===== config.mk =====
export PLATFORM = sky130hd
export DESIGN_NAME = rv_fetch_unit
export DESIGN_NICKNAME = d
export VERILOG_FILES = /design/src/rtl/rv_fetch_unit.sv
export SDC_FILE = /design/constraint.sdc
export NUM_CORES = 1
export LEC_CHECK = 0
export BUFFER_PORTS_ARGS = -buffer_cell sky130_fd_sc_hd__clkbuf_2
export CORE_UTILIZATION = 50
export CTS_CLUSTER_DIAMETER = 200
export DETAILED_ROUTE_END_ITERATION = 16
export PLACE_DENSITY = 0.74
export SLEW_MARGIN = 30
export SYNTH_ARGS = -nofsm -noshare
export SYNTH_HDL_FRONTEND = slang
export SYNTH_SLANG_ARGS = --single-unit
export TNS_END_PERCENT = 10

===== constraint.sdc =====
create_clock -name clk -period 16.8 [get_ports clk]
set_clock_uncertainty 0.1 [all_clocks]
set_input_delay 1.68 -clock clk [delete_from_list [all_inputs] [get_ports clk]]
set_output_delay 1.68 -clock clk [all_outputs]
set_load 0.02 [all_outputs]

===== src/rtl/rv_fetch_unit.sv =====
// rv_fetch_unit -- instruction fetch front end.
//
// Issues sequential word fetches to an in-order instruction memory and
// buffers the returned words in a small FIFO that feeds decode. Requests are
// credit limited, so every response has a free queue slot waiting for it.
// A redirect flushes the queue, retargets the fetch PC and discards every
// response still in flight from before the redirect.
//
// Optional feature (macro FETCH_MISALIGN_TRAP_EN): a redirect to a target
// that is not word aligned halts fetch and raises fetch_fault until the next
// aligned redirect. Without the macro the low target bits are ignored and
// fetch_fault is constant 0.
//
// Parameters
//   RESET_PC  first fetch address after reset
//   QDEPTH    instruction queue depth (power of two, 2..8)
// Ports
//   clk, rst_n                       clock, asynchronous active-low reset
//   imem_req_valid/ready/addr        fetch request channel
//   imem_rsp_valid/data              in-order fetch responses
//   redirect_valid, redirect_pc      branch/jump redirect
//   id_valid/ready, id_instr, id_pc  instruction handed to decode
//   id_key                           {instr[30], instr[14:12], instr[6:0]}
//   fetch_fault                      misaligned-redirect fault
module rv_fetch_unit #(
  parameter logic [31:0] RESET_PC = 32'h0000_0000,
  parameter int          QDEPTH   = 2
) (
  input  logic        clk,
  input  logic        rst_n,
  output logic        imem_req_valid,
  input  logic        imem_req_ready,
  output logic [31:0] imem_req_addr,
  input  logic        imem_rsp_valid,
  input  logic [31:0] imem_rsp_data,
  input  logic        redirect_valid,
  input  logic [31:0] redirect_pc,
  output logic        id_valid,
  input  logic        id_ready,
  output logic [31:0] id_instr,
  output logic [31:0] id_pc,
  output logic [10:0] id_key,
  output logic        fetch_fault
);

  localparam int          PW = $clog2(QDEPTH);
  localparam int          CW = PW + 1;
  localparam logic [CW:0] QD = (CW+1)'(QDEPTH);

  typedef enum logic {RUN = 1'b0, HALT = 1'b1} state_e;

  state_e        state_q, state_d;
  logic [31:0]   pc_q, pc_d;          // next address to request
  logic [31:0]   tag_pc_q, tag_pc_d;  // address of the next kept response
  logic [CW-1:0] out_q, out_d;        // accepted requests not yet answered
  logic [CW-1:0] disc_q, disc_d;      // of those, how many are stale
  logic [CW-1:0] cnt_q, cnt_d;        // queue occupancy
  logic [PW-1:0] wr_q, wr_d;
  logic [PW-1:0] rd_q, rd_d;
  logic [31:0]   qinstr_q [QDEPTH];
  logic [31:0]   qpc_q    [QDEPTH];

  logic          req_fire;
  logic          pop;
  logic          push;
  logic          redir_fault;
  logic [31:0]   redir_tgt;
  logic [CW:0]   credit_used;

  assign redir_tgt = {redirect_pc[31:2], 2'b00};

`ifdef FETCH_MISALIGN_TRAP_EN
  logic fault_q;

  assign redir_fault = (redirect_pc[1:0] != 2'b00);

  always_ff @(posedge clk or negedge rst_n) begin
    if (!rst_n) begin
      fault_q <= 1'b0;
    end else if (redirect_valid) begin
      fault_q <= redir_fault;
    end
  end

  assign fetch_fault = fault_q;
`else
  logic unused_redirect_lsbs;

  assign unused_redirect_lsbs = ^redirect_pc[1:0];
  assign redir_fault          = 1'b0;
  assign fetch_fault          = 1'b0;
`endif

  // Stale in-flight requests still hold credit: their responses will arrive
  // and must be absorbed before the credit can be reused.
  assign credit_used    = {1'b0, out_q} + {1'b0, cnt_q};
  // Gated by rst_n so the request is low while reset is held.
  assign imem_req_valid = rst_n && (state_q == RUN) && !redirect_valid
                          && (credit_used < QD);
  assign imem_req_addr  = pc_q;
  assign req_fire       = imem_req_valid && imem_req_ready;

  assign id_valid = (cnt_q != '0) && (state_q == RUN);
  assign id_instr = id_valid ? qinstr_q[rd_q] : 32'h0;
  assign id_pc    = id_valid ? qpc_q[rd_q]    : 32'h0;
  assign id_key   = {id_instr[30], id_instr[14:12], id_instr[6:0]};
  assign pop      = id_valid && id_ready;

  always_comb begin
    state_d  = state_q;
    pc_d     = pc_q;
    tag_pc_d = tag_pc_q;
    out_d    = out_q;
    disc_d   = disc_q;
    cnt_d    = cnt_q;
    wr_d     = wr_q;
    rd_d     = rd_q;
    push     = 1'b0;
    if (redirect_valid) begin
      // A response landing this cycle is dropped; everything still in
      // flight afterwards belongs to the old path and is marked stale.
      pc_d     = redir_tgt;
      tag_pc_d = redir_tgt;
      out_d    = out_q - CW'(imem_rsp_valid);
      disc_d   = out_d;
      cnt_d    = '0;
      rd_d     = wr_q;
      state_d  = redir_fault ? HALT : RUN;
    end else begin
      if (req_fire) begin
        pc_d = pc_q + 32'd4;
      end
      if (imem_rsp_valid) begin
        if (disc_q != '0) begin
          disc_d = disc_q - CW'(1);
        end else begin
          push = 1'b1;
        end
      end
      out_d = out_q + CW'(req_fire) - CW'(imem_rsp_valid);
      cnt_d = cnt_q + CW'(push) - CW'(pop);
      if (push) begin
        wr_d     = wr_q + PW'(1);
        tag_pc_d = tag_pc_q + 32'd4;
      end
      if (pop) begin
        rd_d = rd_q + PW'(1);
      end
    end
  end

  always_ff @(posedge clk or negedge rst_n) begin
    if (!rst_n) begin
      state_q  <= RUN;
      pc_q     <= RESET_PC;
      tag_pc_q <= RESET_PC;
      out_q    <= '0;
      disc_q   <= '0;
      cnt_q    <= '0;
      wr_q     <= '0;
      rd_q     <= '0;
    end else begin
      state_q  <= state_d;
      pc_q     <= pc_d;
      tag_pc_q <= tag_pc_d;
      out_q    <= out_d;
      disc_q   <= disc_d;
      cnt_q    <= cnt_d;
      wr_q     <= wr_d;
      rd_q     <= rd_d;
    end
  end

  // Queue storage carries data only; validity lives in cnt_q.
  always_ff @(posedge clk) begin
    if (push) begin
      qinstr_q[wr_q] <= imem_rsp_data;
      qpc_q[wr_q]    <= tag_pc_q;
    end
  end

endmodule


==> reports/metrics.csv, run 1 <==
metric,value,unit
Worst Path Arrival,2.94,ns
worst hold path depth,0,
critical path data required time,15.02,ns
crit-path max FO,54,
R2R cell count,8,
clock root cell,clkbuf_16,
post-route ant nets,0,
cells after synthesis,698,
Initial Utilization,51.86,%
Rows,47,
CORE AREA,16760,µm²
Hold Path Origin,tag_pc_q[29]$_DFFE_PN0N_,
maximum VDD drop,90.81,µV
worst-path cell chain,clkbuf_2 > buf_4 > nor4b_4 > clkbuf_2,
R2R Path Start,cnt_q[0]$_DFF_PN0_,
Crit. End Element,output pin,
I/O pin count,180,
RSZ-0062 raised after global routing,no,
largest net degree at the start of global routing,64,
area fraction of the dominant cell type after synthesis,42.84,%
clock-pin slew of the registers on the worst-case setup and hold paths,0.06,ns
share of layout cells above drive strength 1,27.96,%
post-synthesis cell area,8691,µm²
Peak Freq,0.2118,GHz
Die Ht,133.8,µm
Max stage delay on crit path,0.61,ns
static leakage,4.206,nW
Commonest cells post-synth,"124 x edfxtp_1, 84 x nor2_1, 68 x dfrtp_1",
postcts setup bufs,0,
diode count,0,
Area Growth Syn to Fin,17.94,%
number of remaining DRC errors,0,
drt pass-1 iters,5,
fin area,10250,µm²
Post-synth top flop,edfxtp_1,
critical path launch point,redirect_valid,
post-route setup TNS,0,ns
final max-slew violation count,0,
via count,5880,
Final min period,4.722,ns
wire length per cell,16.68,µm
CTS sink count,192,
Port Buf Inserts,172,
Hold Crit Endpoint,qpc_q[0][29]$_DFFE_PP_,
Tcrit/Tclk final,28.11,%
final setup fails,0,
Max-cap violations,0,
number of buffers created by CTS,17,
Worst slew margin,36.44,%
vias in the first global route,5477,
global-route wire length before repair,28750,µm
maximum clock insertion buffer count,2,
routed vias/inst,5.399,
Final #Nets,935,
"most used cell, CP",clkbuf_2,
initial antenna violation count,0,
"Warnings, synthesis",0,
# resized after CTS,0,
H-tree levels,4,
"count leader, synth",edfxtp_1,
post-synth cell types,46,
hold crit path type,register to register,
Syn Area/Cell,12.45,µm²
Setup CP Type,input port to output pin,
Cell Pwr Density,142.5,nW/µm²
Post-CTS Hold Buffers,0,
Chip Width,133.8,µm
Post-Route WL,18170,µm
flop2flop setup slack,13.56,ns
DP HPWL,12280,µm
grt total ovfl,0,
worst-margin pin slew,0.9461,ns
Total GRT Usage,21.04,%
final hold viol count,0,
CTS tree,yes,
post-synth top area cell,edfxtp_1,
"flops & latches, synth",192,
GPL Wtd Cong,0.9168,
Placement Cell Area,9683,µm²
fraction of registers with async set/reset,35.42,%
sequential cell area fraction in the yosys report,62.42,%
1st-iter DRT viols,361,
Setup crit start kind,input port,
worst skew pair latency,0.43,ns
Worst path slowest cell,nor4b_4,
Area contributors post-synth,"edfxtp_1 43%, dfrtp_1 20%, mux2i_1 7.1%",
RR Endpoint,imem_req_addr[30]$_DFFE_PN0P_,
number of flops mapped to enable cells by yosys,124,
status,"finished, final reports clean",
DIE AREA,17910,µm²
[worst max-delay path: cells and delay by family]
family	cells	cell delay [ns]
buffers and inverters	3	0.63
and+or+nand+nor	1	0.61
[power breakdown]
| group | switching, mW | internal [mW] | total (mW) |
|---|---|---|---|
| Sequential | 0.0415 | 0.558 | 0.600 |
| Combinational | 0.312 | 0.167 | 0.480 |
| Clock | 0.165 | 0.216 | 0.381 |
| Total | 0.519 | 0.942 | 1.46 |
[layout by cell type (no fill, tap or decap), types with 5 or more instances in the layout]
master,count
conb_1,5
o211ai_1,9
mux2i_1,62
nand3_1,29
and3_1,12
ha_1,8
or3_1,6
a31oi_1,5
and2_1,8
nor2_1,83
dfrtp_1,67
inv_1,15
nand2_1,46
clkbuf_2,173
a21oi_1,8
clkbuf_16,18
xor2_1,24
mux2_2,19
a21boi_0,7
xnor2_1,21
buf_4,8
o21ai_0,23
nand2b_1,6
nand4_1,22
nor3_1,10
nor4_1,6
edfxtp_1,124
[state kept, by name, indices dropped and copies added, names as in the netlist]
signal	cells
imem_req_addr	30
rd_q	1
qpc_q	60
disc_q	2
tag_pc_q	30
out_q	2
wr_q	1
qinstr_q	64
cnt_q	2
[cells by family (layout without fill, tap and decap cells)]
logic type | count (synthesis) | count (layout) | share of synthesized area [%]
and+or+nand+nor | 247 | 247 | 13.86
DFF | 192 | 192 | 62.42
buffers and inverters | 62 | 229 | 3.743
AOI/OAI and AO/OA | 61 | 61 | 4.405
muxes | 81 | 81 | 9.603
other | 1 | 5 | 0.04315
adders and majority gates | 9 | 9 | 1.382
xor gates and xnor gates | 45 | 45 | 4.535
[stage by stage]
step | std cells | setup WS, ns | hold slack, ns | utilization (%) | power [mW]
2_1_floorplan | 702 | 9.740 | 0.3589 | - | 0.9481
3_3_place_gp | 1056 | 12.10 | 0.3864 | 57.66 | 1.083
3_5_place_dp | 1057 | 12.11 | 0.3903 | 57.78 | 1.093
4_1_cts | 1089 | 12.11 | 0.4125 | 61.16 | 1.475
5_1_grt | 1089 | 12.05 | 0.4238 | 61.16 | 1.537
6_report | 1089 | 12.08 | 0.4060 | 61.16 | 1.461
[worst max-delay path by stage]
stage	end	slack, ns	depth (start not counted)
final	imem_req_valid	12.08	4
after global routing	imem_req_valid	12.05	4
after CTS	imem_req_valid	12.11	4
after detailed placement	imem_req_valid	12.11	4
after global placement	imem_req_valid	12.10	4
after floorplan	qinstr_q[0][0]$_DFFE_PP_	9.74	4
[cell type report]
class                           count  area (µm²)
Sequential cell                   192        5429
Clock buffer                       26       523.0
Multi-Input combinational cell    448        2975
Timing Repair Buffer              181       940.9
Fill cell                        1362        6510
Inverter                           16       62.56
Tap cell                          220       275.3
Clock inverter                      6       43.79
[metal layers]
| layer | global-route usage [%] | part of all wire [%] | vias to the layer above |
|---|---|---|---|
| met5 | 0 | 0 | - |
| li1 | - | - | 2812 |
| met1 | 29.83 | 46 | 2794 |
| met2 | 33.10 | 46 | 253 |
| met3 | 3.968 | 7.5 | 21 |
| met4 | 6.250 | 1.2 | 0 |
Power figures use the tool's default switching activity.
==> inputs of run 2 (changes only) <==
Clock period 16.8 ns to 4.6 ns, I/O delays scaled along.
==> reports/metrics.csv, run 2 (synthesized netlist as in run 1, its figures left out) <==
metric,value,unit,change
status,"finished, final reports clean",,
number of remaining DRC errors,0,,unchanged
final cell count without fillers,1089,,unchanged
clock root cell,clkbuf_16,,
1st-iter DRT viols,287,,-20%
final max-slew violation count,0,,unchanged
Post-CTS Hold Buffers,1,,+1
largest register by flop count,qinstr_q,,
post-route setup TNS,0,ns,unchanged
CORE AREA,16760,µm²,unchanged
Sw Pwr,1.908,mW,+270%
Area Growth Syn to Fin,17.95,%,about the same
fin area,10250,µm²,about the same
cell internal pwr,3.397,mW,+260%
share of layout cells above drive strength 1,27.73,%,-0.23 points
clock share of power,25.7,%,-0.4 points
grt total ovfl,0,,unchanged
Final #Nets,935,,unchanged
GPL Wtd Cong,0.8954,,-2.3%
Post-Route WL,18010,µm,-0.90%
postcts setup bufs,0,,unchanged
switching share of power,35.96,%,+0.45 points
Placement Cell Area,9689,µm²,about the same
Initial Utilization,51.86,%,unchanged
max FFs per register,64,,unchanged
I/O pin count,180,,unchanged
post-route ant nets,0,,unchanged
Chip Width,133.8,µm,unchanged
critical path data required time,4.87,ns,-10.15 ns
final hold viol count,0,,unchanged
Comb power frac,32.1,%,-0.7 points
global-route wire length before repair,28390,µm,-1.2%
largest net degree at the start of global routing,63,,-1.6%
Max-cap violations,0,,unchanged
vias in the first global route,5442,,-0.64%
final setup fails,0,,unchanged
drt pass-1 iters,5,,unchanged
DP HPWL,12500,µm,+1.8%
Peak Freq,0.3169,GHz,
Worst Path Arrival,3.43,ns,+0.49 ns
Die Ht,133.8,µm,unchanged
"most common cell after layout, fill and taps aside",clkbuf_2,,
worst-margin pin slew,0.8671,ns,-0.07906 ns
hold slack,0.1216,ns,-0.2844 ns
diode count,0,,unchanged
RSZ-0062 raised after global routing,no,,
clock-pin slew of the registers on the worst-case setup and hold paths,0.07,ns,about the same
crit-path max FO,19,,-65%
H-tree levels,4,,unchanged
initial antenna violation count,0,,unchanged
Placed Cells,1056,,-0.095%
static leakage,4.177,nW,-0.68%
worst skew pair latency,0.43,ns,about the same
number of buffers created by CTS,17,,unchanged
Sequential Power Share,42.2,%,+1.1 points
Cell Pwr Density,517.5,nW/µm²,+260%
hold crit path type,input port to register,,
Place WS,1.459,ns,-10.65 ns
DIE AREA,17910,µm²,unchanged
# resized after CTS,0,,unchanged
"Core Util, Final",61.16,%,about the same
CTS sink count,192,,unchanged
"commonest non-fill, non-tap cells in the layout","171 x clkbuf_2, 124 x edfxtp_1, 83 x nor2_1",,
CTS tree,yes,,
Tcrit/Tclk final,68.61,%,
Rows,47,,unchanged
maximum clock insertion buffer count,2,,unchanged
maximum VDD drop,301.4,µV,+230%
total power,5.305,mW,+260%
Crit. End Element,register,,
via count,5896,,+0.27%
largest registers,"qinstr_q: 64 flops, qpc_q: 60 flops",,
Port Buf Inserts,172,,unchanged
Total GRT Usage,20.64,%,-0.41 points
Final min period,3.156,ns,
routed vias/inst,5.414,,+0.27%
Final WS setup,1.444,ns,-10.63 ns
Worst slew margin,42.06,%,+5.6 points
Setup CP Type,register to register,,
Setup crit start kind,register,,
wire length per cell,16.53,µm,-0.90%
==> run 2: worst max-delay path, cell delays in order, from the launching register on <==
cell	delay, ns
dfrtp_1	0.42
and2_1	0.16
fa_1	0.48
nor4b_4	0.50
and2_4	0.30
inv_4	0.11
or3_1	0.54
or3_1	0.39
nand3_1	0.09
==> run 2: worst paths after layout <==
path,startpoint,endpoint,slack [ns],cells past startpoint
max in group asynchronous,rst_n,rd_q$_DFFE_PN0P_,2.91,3
worst min-delay path,imem_rsp_data[26],qinstr_q[1][26]$_DFFE_PP_,0.12,1
min in group asynchronous,rst_n,imem_req_addr[13]$_DFFE_PN0P_,0.38,2
worst min register to register,tag_pc_q[14]$_DFFE_PN0N_,qpc_q[1][14]$_DFFE_PP_,0.41,0
worst max-delay path,cnt_q[0]$_DFF_PN0_,imem_req_addr[30]$_DFFE_PN0P_,1.44,8
worst max register to register,cnt_q[0]$_DFF_PN0_,imem_req_addr[30]$_DFFE_PN0P_,1.44,8
==> run 2: metal layers <==
layer	track usage (%)	vias up	part of all wire, %
met5	0	-	0
met4	4.861	0	0.46
met3	4.913	7	7.7
met2	31.61	261	46
met1	29.85	2809	46
li1	-	2819	-
==> run 2: layout make-up <==
| cell class | count | area [µm²] |
|---|---|---|
| tap | 220 | 275.3 |
| sequential | 192 | 5429 |
| multi-input combinational | 448 | 2987 |
| timing repair buffer | 181 | 950.9 |
| clock inverter | 13 | 113.9 |
| inverter | 16 | 62.56 |
| fill | 1336 | 6509 |
| clock buffer | 19 | 432.9 |
==> run 2: power by group through the flow <==
stage | Clock (mW) | Sequential, mW | Combinational (mW)
final | 1.36 | 2.24 | 1.70
after floorplan | 0 | 2.22 | 1.24
after detailed placement | 0 | 2.27 | 1.72
after global placement | 0 | 2.33 | 1.62
after CTS | 1.38 | 2.24 | 1.72
after global routing | 1.46 | 2.26 | 1.85
==> inputs of run 3 (changes only) <==
Clock period 4.6 ns to 3.3 ns, I/O delays scaled along.
==> reports/metrics.csv, run 3 (synthesized netlist as in run 1, its figures left out) <==
metric,value,unit,change
status,"finished, final reports clean",,
critical path data required time,3.57,ns,-1.30 ns
diode count,0,,unchanged
Sw Pwr,2.745,mW,+44%
Comb power frac,31.9,%,-0.2 points
number of buffers created by CTS,17,,unchanged
final cell count without fillers,1127,,+3.5%
global-route wire length before repair,30200,µm,+6.4%
"most used cell, CP",or3_1,,
Max stage delay on crit path,0.53,ns,about the same
# fillers,1333,,-0.22%
CORE AREA,16760,µm²,unchanged
Total GRT Usage,21.94,%,+1.3 points
maximum clock insertion buffer count,2,,unchanged
grt total ovfl,0,,unchanged
critical path launch point,cnt_q[0]$_DFF_PN0_,,
Max-cap violations,0,,unchanged
Port Buf Inserts,172,,unchanged
Worst slew margin,49.46,%,+7.4 points
H-tree levels,4,,unchanged
Post-Route WL,18770,µm,+4.2%
largest net degree at the start of global routing,64,,+1.6%
post-route setup TNS,0,ns,unchanged
Initial Utilization,51.86,%,unchanged
Chip Width,133.8,µm,unchanged
Worst Path Arrival,3.17,ns,-0.26 ns
CTS tree,yes,,
postcts setup bufs,0,,unchanged
GPL Wtd Cong,0.8922,,-0.36%
wire length per cell,16.65,µm,+0.71%
share of layout cells above drive strength 1,27.56,%,-0.17 points
Die Ht,133.8,µm,unchanged
"commonest non-fill, non-tap cells in the layout","171 x clkbuf_2, 124 x edfxtp_1, 83 x nor2_1",,
Sequential Power Share,41.6,%,-0.6 points
Tcrit/Tclk final,88.12,%,+20 points
total power,7.541,mW,+42%
Placed Cells,1062,,+0.57%
CTS sink count,192,,unchanged
flop2flop setup slack,0.39,ns,-1.05 ns
Peak Freq,0.3439,GHz,+8.5%
worst skew pair latency,0.43,ns,about the same
worst-path cell chain,and2_1 > fa_1 > nor4b_4 > and2_4 > inv_4 > or3_1 > or3_1 > nand3_1,,
Worst path slowest cell,or3_1,,
Rows,47,,unchanged
Placement Cell Area,9752,µm²,+0.65%
hold crit path type,input port to register,,
crit-path max FO,19,,unchanged
vias in the first global route,5869,,+7.8%
routed vias/inst,5.450,,+0.66%
maximum VDD drop,479.4,µV,+59%
clock-pin slew of the registers on the worst-case setup and hold paths,0.07,ns,about the same
post-route ant nets,0,,unchanged
drt pass-1 iters,5,,unchanged
RSZ-0062 raised after global routing,no,,
DIE AREA,17910,µm²,unchanged
RR Endpoint,imem_req_addr[30]$_DFFE_PN0P_,,
Final min period,2.908,ns,-0.2481 ns
via count,6142,,+4.2%
final max-slew violation count,0,,unchanged
R2R Path Start,cnt_q[0]$_DFF_PN0_,,
Crit. End Element,register,,
hold slack,0.04721,ns,-0.07440 ns
static leakage,4.374,nW,+4.7%
DP HPWL,12740,µm,+1.9%
final hold viol count,0,,unchanged
max FFs per register,64,,unchanged
Setup CP Type,register to register,,
initial antenna violation count,0,,unchanged
1st-iter DRT viols,431,,+50%
fin area,10660,µm²,+4.0%
clock share of power,26.4,%,+0.7 points
largest registers,"qinstr_q: 64 flops, qpc_q: 60 flops",,
number of remaining DRC errors,0,,unchanged
clock root cell,clkbuf_16,,
largest register by flop count,qinstr_q,,
worst-margin pin slew,0.7512,ns,-0.1159 ns
switching share of power,36.40,%,+0.44 points
Final #Nets,973,,+4.1%
final setup fails,0,,unchanged
I/O pin count,180,,unchanged
cell internal pwr,4.796,mW,+41%
Cell Pwr Density,707.2,nW/µm²,+37%
critical path capture point,imem_req_addr[30]$_DFFE_PN0P_,,
Area Growth Syn to Fin,22.69,%,
Setup crit start kind,register,,
"most common cell after layout, fill and taps aside",clkbuf_2,,
R2R cell count,8,,unchanged
==> run 3: timing repair <==
| action | in CTS | in global routing |
|---|---|---|
| resized for setup | 0 | 0 |
| hold buffers | 33 | 0 |
| hold endpoints to repair | 81 | 0 |
==> run 3: worst max-delay path: cells and delay by family, from the launching register on <==
kind / cells / cell delay, ns
AND/OR/NAND/NOR: 6 / 1.71
adder cells (fa/ha/maj): 1 / 0.49
flip-flops: 1 / 0.42
buffers and inverters: 1 / 0.12
==> run 3: metrics by stage <==
stage | util (%) | setup slack [ns]
2_1_floorplan | - | 0.1180
3_3_place_gp | 58.19 | 0.4317
3_5_place_dp | 58.19 | 0.4112
4_1_cts | 63.62 | 0.3947
5_1_grt | 63.62 | 0.2598
6_report | 63.62 | 0.3921
==> run 3: final cells by class <==
| cell class | count | area [µm²] | share of cell area (%) |
|---|---|---|---|
| Timing Repair Buffer | 219 | 1334 | 12.51 |
| Clock buffer | 17 | 425.4 | 3.990 |
| Sequential cell | 192 | 5429 | 50.92 |
| Tap cell | 220 | 275.3 | 2.582 |
| Inverter | 16 | 62.56 | 0.5867 |
| Clock inverter | 15 | 155.1 | 1.455 |
| Multi-Input combinational cell | 448 | 2982 | 27.96 |
==> run 3: worst min-delay path by stage <==
stage | to | depth (start not counted) | start | slack, ns
2_1_floorplan | cnt_q[0]$_DFF_PN0_ | 0 | rst_n | -0.07
3_3_place_gp | imem_req_addr[9]$_DFFE_PN0P_ | 2 | rst_n | 0.30
3_5_place_dp | imem_req_addr[9]$_DFFE_PN0P_ | 2 | rst_n | 0.29
4_1_cts | imem_req_addr[29]$_DFFE_PN0P_ | 3 | redirect_pc[29] | 0.03
5_1_grt | tag_pc_q[10]$_DFFE_PN0N_ | 2 | redirect_pc[10] | 0.05
6_report | imem_req_addr[29]$_DFFE_PN0P_ | 3 | redirect_pc[29] | 0.05
==> run 3: power by group through the flow <==
| stage | clock network (mW) | registers [mW] | logic, mW |
|---|---|---|---|
| global route | 2.12 | 3.18 | 2.61 |
| finish | 1.99 | 3.14 | 2.41 |
| global placement | 0 | 3.17 | 2.37 |
| detailed placement | 0 | 3.19 | 2.39 |
| floorplan | 0 | 3.09 | 1.74 |
| CTS | 2.03 | 3.14 | 2.43 |
==> run 3: metal layers <==
| metal | GRT usage (%) | vias up | wire (µm) |
|---|---|---|---|
| li1 | - | 2900 | - |
| met1 | 30.34 | 2903 | 8245 |
| met2 | 35.55 | 324 | 8865 |
| met3 | 4.384 | 15 | 1464 |
| met4 | 5.745 | 0 | 191 |
| met5 | 0 | - | 0 |
